File: config.mk
export PLATFORM = sky130hd
export DESIGN_NAME = router_fifo_pkt
export DESIGN_NICKNAME = d
export VERILOG_FILES = /design/src/rtl/router_fifo_pkt.sv
export SDC_FILE = /design/constraint.sdc
export NUM_CORES = 1
export LEC_CHECK = 0
export ABC_AREA = 1
export ABC_CLOCK_PERIOD_IN_PS = 5170
export CORE_MARGIN = 4
export CORE_UTILIZATION = 45
export DETAILED_ROUTE_END_ITERATION = 10
export MAX_ROUTING_LAYER = met4
export PLACE_DENSITY_LB_ADDON = 0.1
export SLEW_MARGIN = 20
export SYNTH_ARGS = -nofsm -noshare
export SYNTH_HDL_FRONTEND = slang
export SYNTH_SLANG_ARGS = --single-unit
File: constraint.sdc
create_clock -name clk -period 5.17 [get_ports clk]
set_clock_uncertainty 0.2 [all_clocks]
set_input_delay 1.2925 -clock clk [delete_from_list [all_inputs] [get_ports clk]]
set_output_delay 1.2925 -clock clk [all_outputs]
set_load 0.005 [all_outputs]
File: src/rtl/router_fifo_pkt.sv
// Packet-aware synchronous FIFO for one router output channel.
// Buffers {lfd, byte} entries and tracks header/payload/parity framing on the read side.
module router_fifo_pkt #(
    parameter int DATA_W    = 8,
    parameter int DEPTH     = 16,
    parameter int AF_THRESH = DEPTH - 2
) (
    input  logic                     clk,
    input  logic                     rst,
    input  logic                     soft_rst,
    input  logic                     wr_en,
    input  logic                     rd_en,
    input  logic                     lfd_state,
    input  logic [DATA_W-1:0]        din,
    output logic                     full,
    output logic                     empty,
    output logic                     almost_full,
    output logic [$clog2(DEPTH):0]   count,
    output logic [DATA_W-1:0]        dout,
    output logic                     dout_valid,
    output logic                     pkt_sop,
    output logic                     pkt_eop,
    output logic                     pkt_err
);

    localparam int AW = $clog2(DEPTH);
    localparam int CW = AW + 1;
    localparam int RW = DATA_W - 1;
    localparam int LW = DATA_W - 2;

    logic [DATA_W:0]     mem_q [DEPTH];
    logic [AW-1:0]       wr_ptr_q, wr_ptr_d;
    logic [AW-1:0]       rd_ptr_q, rd_ptr_d;
    logic [CW-1:0]       count_q, count_d;
    logic [RW-1:0]       rem_q, rem_d;
    logic [DATA_W-1:0]   dout_q, dout_d;
    logic                dout_valid_q, dout_valid_d;
    logic                sop_q, sop_d;
    logic                eop_q, eop_d;
    logic                err_q, err_d;

    logic                wr_acc, rd_acc;
    logic [DATA_W:0]     rd_entry;
    logic                rd_lfd;
    logic [LW-1:0]       rd_len;

    // Handshake: wr_en/rd_en are requests; a write is taken when !full and a read
    // when !empty, both judged on pre-edge state. Rejected requests have no effect.
    assign wr_acc   = wr_en && (count_q != CW'(DEPTH));
    assign rd_acc   = rd_en && (count_q != '0);
    assign rd_entry = mem_q[rd_ptr_q];
    assign rd_lfd   = rd_entry[DATA_W];
    assign rd_len   = rd_entry[DATA_W-1:2];

    always_ff @(posedge clk) begin
        if (wr_acc && !soft_rst) begin
            mem_q[wr_ptr_q] <= {lfd_state, din};
        end
    end

    always_comb begin
        wr_ptr_d     = wr_ptr_q;
        rd_ptr_d     = rd_ptr_q;
        count_d      = count_q;
        rem_d        = rem_q;
        dout_d       = dout_q;
        dout_valid_d = 1'b0;
        sop_d        = 1'b0;
        eop_d        = 1'b0;
        err_d        = err_q;

        if (wr_acc) begin
            wr_ptr_d = wr_ptr_q + AW'(1);
        end
        if (rd_acc) begin
            rd_ptr_d     = rd_ptr_q + AW'(1);
            dout_d       = rd_entry[DATA_W-1:0];
            dout_valid_d = 1'b1;
            if (rd_lfd) begin
                // Header reloads len+1 so the final (parity) byte sees rem == 1.
                rem_d = RW'(rd_len) + RW'(1);
                sop_d = 1'b1;
                if (rem_q != '0) begin
                    err_d = 1'b1;
                end
            end else if (rem_q != '0) begin
                rem_d = rem_q - RW'(1);
                eop_d = (rem_q == RW'(1));
            end else begin
                err_d = 1'b1;
            end
        end

        if (wr_acc && !rd_acc) begin
            count_d = count_q + CW'(1);
        end else if (rd_acc && !wr_acc) begin
            count_d = count_q - CW'(1);
        end

        if (soft_rst) begin
            wr_ptr_d     = '0;
            rd_ptr_d     = '0;
            count_d      = '0;
            rem_d        = '0;
            dout_d       = '0;
            dout_valid_d = 1'b0;
            sop_d        = 1'b0;
            eop_d        = 1'b0;
            err_d        = 1'b0;
        end
    end

    always_ff @(posedge clk or negedge rst) begin
        if (!rst) begin
            wr_ptr_q     <= '0;
            rd_ptr_q     <= '0;
            count_q      <= '0;
            rem_q        <= '0;
            dout_q       <= '0;
            dout_valid_q <= 1'b0;
            sop_q        <= 1'b0;
            eop_q        <= 1'b0;
            err_q        <= 1'b0;
        end else begin
            wr_ptr_q     <= wr_ptr_d;
            rd_ptr_q     <= rd_ptr_d;
            count_q      <= count_d;
            rem_q        <= rem_d;
            dout_q       <= dout_d;
            dout_valid_q <= dout_valid_d;
            sop_q        <= sop_d;
            eop_q        <= eop_d;
            err_q        <= err_d;
        end
    end

    assign full        = (count_q == CW'(DEPTH));
    assign empty       = (count_q == '0);
    assign almost_full = (count_q >= CW'(AF_THRESH));
    assign count       = count_q;
    assign dout        = dout_q;
    assign dout_valid  = dout_valid_q;
    assign pkt_sop     = sop_q;
    assign pkt_eop     = eop_q;
    assign pkt_err     = err_q;

endmodule

==> results.md <==
Placed design:
- The minimum setup slack after placement is 1270 ps.
- Once detailed placement completed, the half-perimeter wirelength came to 13000 um.
- After detailed placement, the design holds a cell count of 962.
- In this run the tool buffered the top-level ports with 33 buffer cells.
- The routability congestion estimate is 0.895.

Drt:
- After detailed routing, the total wire length is 19400 um.
- After detailed routing, the number of vias per cell comes to approximately 5.4.
- The count of nets left with antenna violations once routing finished came out at 0.
- The iteration count of the initial detailed-routing pass is 5.
- The first routing iteration left 579 violations.
- The number of remaining DRC errors is 0.
- After detailed routing, the average wire length per cell comes to 19.5 um.
- The number of vias in the routed layout is ~5300.

Min path:
- The end point of the most critical hold path is rem_q[6]$_DFFE_PN0P_.
- The tightest min-delay check is of the flip-flop to flip-flop type.
- The worst hold path cell count is 2.
- The startpoint identified for the worst hold timing path is rem_q[6]$_DFFE_PN0P_.

Critical path:
- The number of cells on the worst reg-to-reg path is 12.
- The worst register-to-register path begins at rd_ptr_q[1]$_DFFE_PN0P_.
- The worst setup path is launched from a flip-flop.
- In this run the worst setup path begins at count[0]$_DFFE_PN0P_.
- The worst reg-to-reg setup slack is 2080 ps.
- Traced cell by cell, the critical path runs through nor4_1 -> nand2_1 -> inv_1 -> clkdlybuf4s50_1.
- Among all stages on the critical path, the largest delay is contributed by sky130_fd_sc_hd__clkdlybuf4s50_1.
- The type of element capturing the critical path is an output port.
- The critical path start-end classification is flip-flop to output port.
- For this run, the slowest stage of the critical path takes 490 ps.
- The maximum fanout along the worst path is 6.
- The data required time of the critical path is 3680 ps.
- STA puts the critical path data arrival time at 1950 ps.
- The endpoint of the worst-slack reg-to-reg timing path is rem_q[4]$_DFFE_PN0P_.

Die:
- The number of placed I/O pins is 34.
- The horizontal die dimension is 139 um.
- The die is 139 um tall.
- The region available for standard cell placement spans between 15000 and 20000 um2.
- The die covers 19400 um2.
- The effective utilization at floorplan is 0.464.
- After floorplanning, the core was divided into 47 placement rows.

Synthesis:
- After synthesis, the most frequently instantiated cells are sky130_fd_sc_hd__nand2_1, sky130_fd_sc_hd__edfxtp_1, sky130_fd_sc_hd__nor2_1.
- Yosys attributes the largest share of cell area to sky130_fd_sc_hd__edfxtp_1, sky130_fd_sc_hd__dfrtp_1, sky130_fd_sc_hd__nand2_1.
- Of the post-synthesis cell area, the dominant cell type holds 0.556.
- The most repeated cell in the gate-level netlist after synthesis is sky130_fd_sc_hd__nand2_1.
- The number of enable flip-flop cells after synthesis is between 100 and 150.
- For this run, the number of Yosys warnings is 0.
- The post-synthesis cell area is 7770 um2.
- Synthesis handed over a netlist of ~730 instances.
- The share of the Yosys chip area taken by registers is 0.659.
- Counting flops with an async set or reset pin after synthesis yields a share of 0.182.
- Yosys mapped the design onto 37 distinct sky130hd cell types.
- In the synthesized netlist the dominant register cell turns out to be sky130_fd_sc_hd__edfxtp_1.
- sky130_fd_sc_hd__edfxtp_1 takes more of the synthesized area than any other cell.
- In this run the mean area of a mapped cell was 10.6 um2.
- The register bit count reported by yosys is 176.
- The synthesized net count is 761.

Layout:
- The area added between synthesis and finish is 13.2%.
- For this run, the post-layout net count is 789.
- The repair_antennas step left the layout with diodes totalling 0.
- The final core area utilization is 0.525.
- Leaving out filler cells and counting taps, the final layout contains 993.
- The share of layout cells above drive strength 1 is 0.0712.

Global routing:
- The first global-routing pass estimated roughly 30000 um of wire.
- Entering global routing, the biggest net connects 86 pins.
- The initial antenna violation count is 0.
- The via count of the first global-routing pass is 5327.
- The remaining global-route overflow is 0.
- Across every metal layer, demand over resource in global routing totals 0.214.

Timing:
- Setup total negative slack on the finished layout was measured at 0 ps.
- The post-route worst setup slack is 1720 ps.
- Static timing analysis puts the maximum clock frequency at 290 MHz.
- The time the worst path needs with I/O delays and setup is about 3400 ps.
- Setup repair after global routing left no endpoint under its margin.
- The number of endpoints failing setup at the final stage is 0.
- The hold violation count in the final report is 0.
- Dividing the final minimum period by the clock period gives 0.667.
- The transition time of the tightest slew-check pin is 908 ps.
- The final max-slew violation count came to 0.
- The relative max-transition margin is 0.395.

Power:
- Of the total power, the clock network draws 0.306.
- The net switching share of the total power is 0.330.
- The internal portion of the total power is 0.00278 W.
- The proportion of power drawn by flip-flops and latches is 0.412.
- In this run the power density over the cells is roughly 470 nW/um2.
- VDD sags by at most 0.260 mV.
- Summed over all nets, the switching power comes to 0.00137 W.
- The share of total power dissipated in combinational logic is 0.282.
- Power comes to 0.00414 W.
- Summed over all cells, the static leakage comes to ~3.4 nW.

Clocking:
- The clock reaches the later pin of the worst-skew pair after 420 ps.
- The post-cts resize count is 0.
- CTS built an H-tree with a depth of 4.
- CTS placed an instance of sky130_fd_sc_hd__clkbuf_16 at the clock tree root.
- The cts-stage hold buffer count is 0.
- TritonCTS built the clock tree.
- The number of buffers inserted by post-CTS setup repair is 0.
- The clock sink total is 176.
- The clock-pin slew of the registers on the worst-case setup and hold paths is 60 ps.
- The clock tree buffer depth is 2.
- In this run, CTS created clock tree buffers numbering 17.

Outcome:
- The run finished with clean final reports.

Run:
- The max-capacitance violation count is 0.
power groups by stage:
stage / Combinational (W) / Sequential (W) / Clock (W)
after floorplan: 0.000802 / 0.00171 / 0
after global placement: 0.00116 / 0.00173 / 0
after detailed placement: 0.00117 / 0.00173 / 0
after CTS: 0.00118 / 0.00171 / 0.00128
after global routing: 0.00131 / 0.00172 / 0.00134
final: 0.00117 / 0.00171 / 0.00127
layout make-up:
cell class	count	area (um2)
tap	220	275
fill	1496	7960
timing repair buffer	36	353
sequential	176	5130
clock buffer	20	437
inverter	56	210
multi-input combinational	474	2260
clock inverter	11	141
logic make-up (layout without fill, tap and decap cells):
kind of cell / after synthesis / after routing / share of synthesized area
flops: 176 / 176 / 0.659
simple gates: 363 / 363 / 0.195
buf+inv: 83 / 123 / 0.0499
xor+xnor: 8 / 8 / 0.00901
compound gates: 89 / 89 / 0.0636
fa+ha+maj: 14 / 14 / 0.0235
metal layers:
metal | vias to the layer above | global-route usage | wire, um
li1 | 2534 | - | -
met1 | 2653 | 0.263 | 8500
met2 | 134 | 0.353 | 9570
met3 | 27 | 0.0415 | 870
met4 | 0 | 0.0772 | 472
met5 | - | - | 0
registers in the layout (all words and copies together) (netlist names):
signal      flops
mem_q         144
dout            8
rem_q           7
count           5
rd_ptr_q        4
wr_ptr_q        4
dout_valid      1
pkt_eop         1
pkt_err         1
pkt_sop         1
critical path, delay by kind of cell, from the launching register on:
family,cells,cell delay [ps]
flops,1,460
simple gates,2,520
buf+inv,2,570
placed cells by master, fill, tap and decap left out, types with 3 or more instances in the layout:
master,Yosys,final
sky130_fd_sc_hd__clkbuf_1,4,3
sky130_fd_sc_hd__o21ai_1,9,9
sky130_fd_sc_hd__buf_4,9,3
sky130_fd_sc_hd__dfrtp_1,32,31
sky130_fd_sc_hd__bufinv_16,0,3
sky130_fd_sc_hd__clkdlybuf4s50_1,0,33
sky130_fd_sc_hd__nand2_1,196,196
sky130_fd_sc_hd__nand3_1,64,64
sky130_fd_sc_hd__inv_1,47,47
sky130_fd_sc_hd__o22ai_1,4,4
sky130_fd_sc_hd__edfxtp_1,144,144
sky130_fd_sc_hd__inv_2,8,8
sky130_fd_sc_hd__xnor2_1,4,4
sky130_fd_sc_hd__nand2_2,8,8
sky130_fd_sc_hd__ha_1,13,13
sky130_fd_sc_hd__clkbuf_16,0,17
sky130_fd_sc_hd__xor2_1,4,4
sky130_fd_sc_hd__o21ai_0,35,35
sky130_fd_sc_hd__nor2_1,85,85
sky130_fd_sc_hd__o211ai_1,6,6
sky130_fd_sc_hd__clkinvlp_4,0,3
sky130_fd_sc_hd__a21oi_1,26,26
stage by stage:
step / cell area [um2] / hold slack (ps)
after global routing: 8800 / 332
after global placement: 8230 / 274
after detailed placement: 8230 / 274
after floorplan: 7770 / 249
after CTS: 8800 / 291
final: 8800 / 286
how the worst max path moves through the flow:
stage	endpoint	slack, ps	depth (start not counted)
2_1_floorplan	count[4]$_DFFE_PN0P_	2230	10
3_3_place_gp	mem_q[9][3]$_DFFE_PP_	1390	4
3_5_place_dp	mem_q[14][2]$_DFFE_PP_	1270	4
4_1_cts	empty	1710	4
5_1_grt	mem_q[6][4]$_DFFE_PP_	1540	4
6_report	empty	1720	4
(Power assumes the default switching activity.)
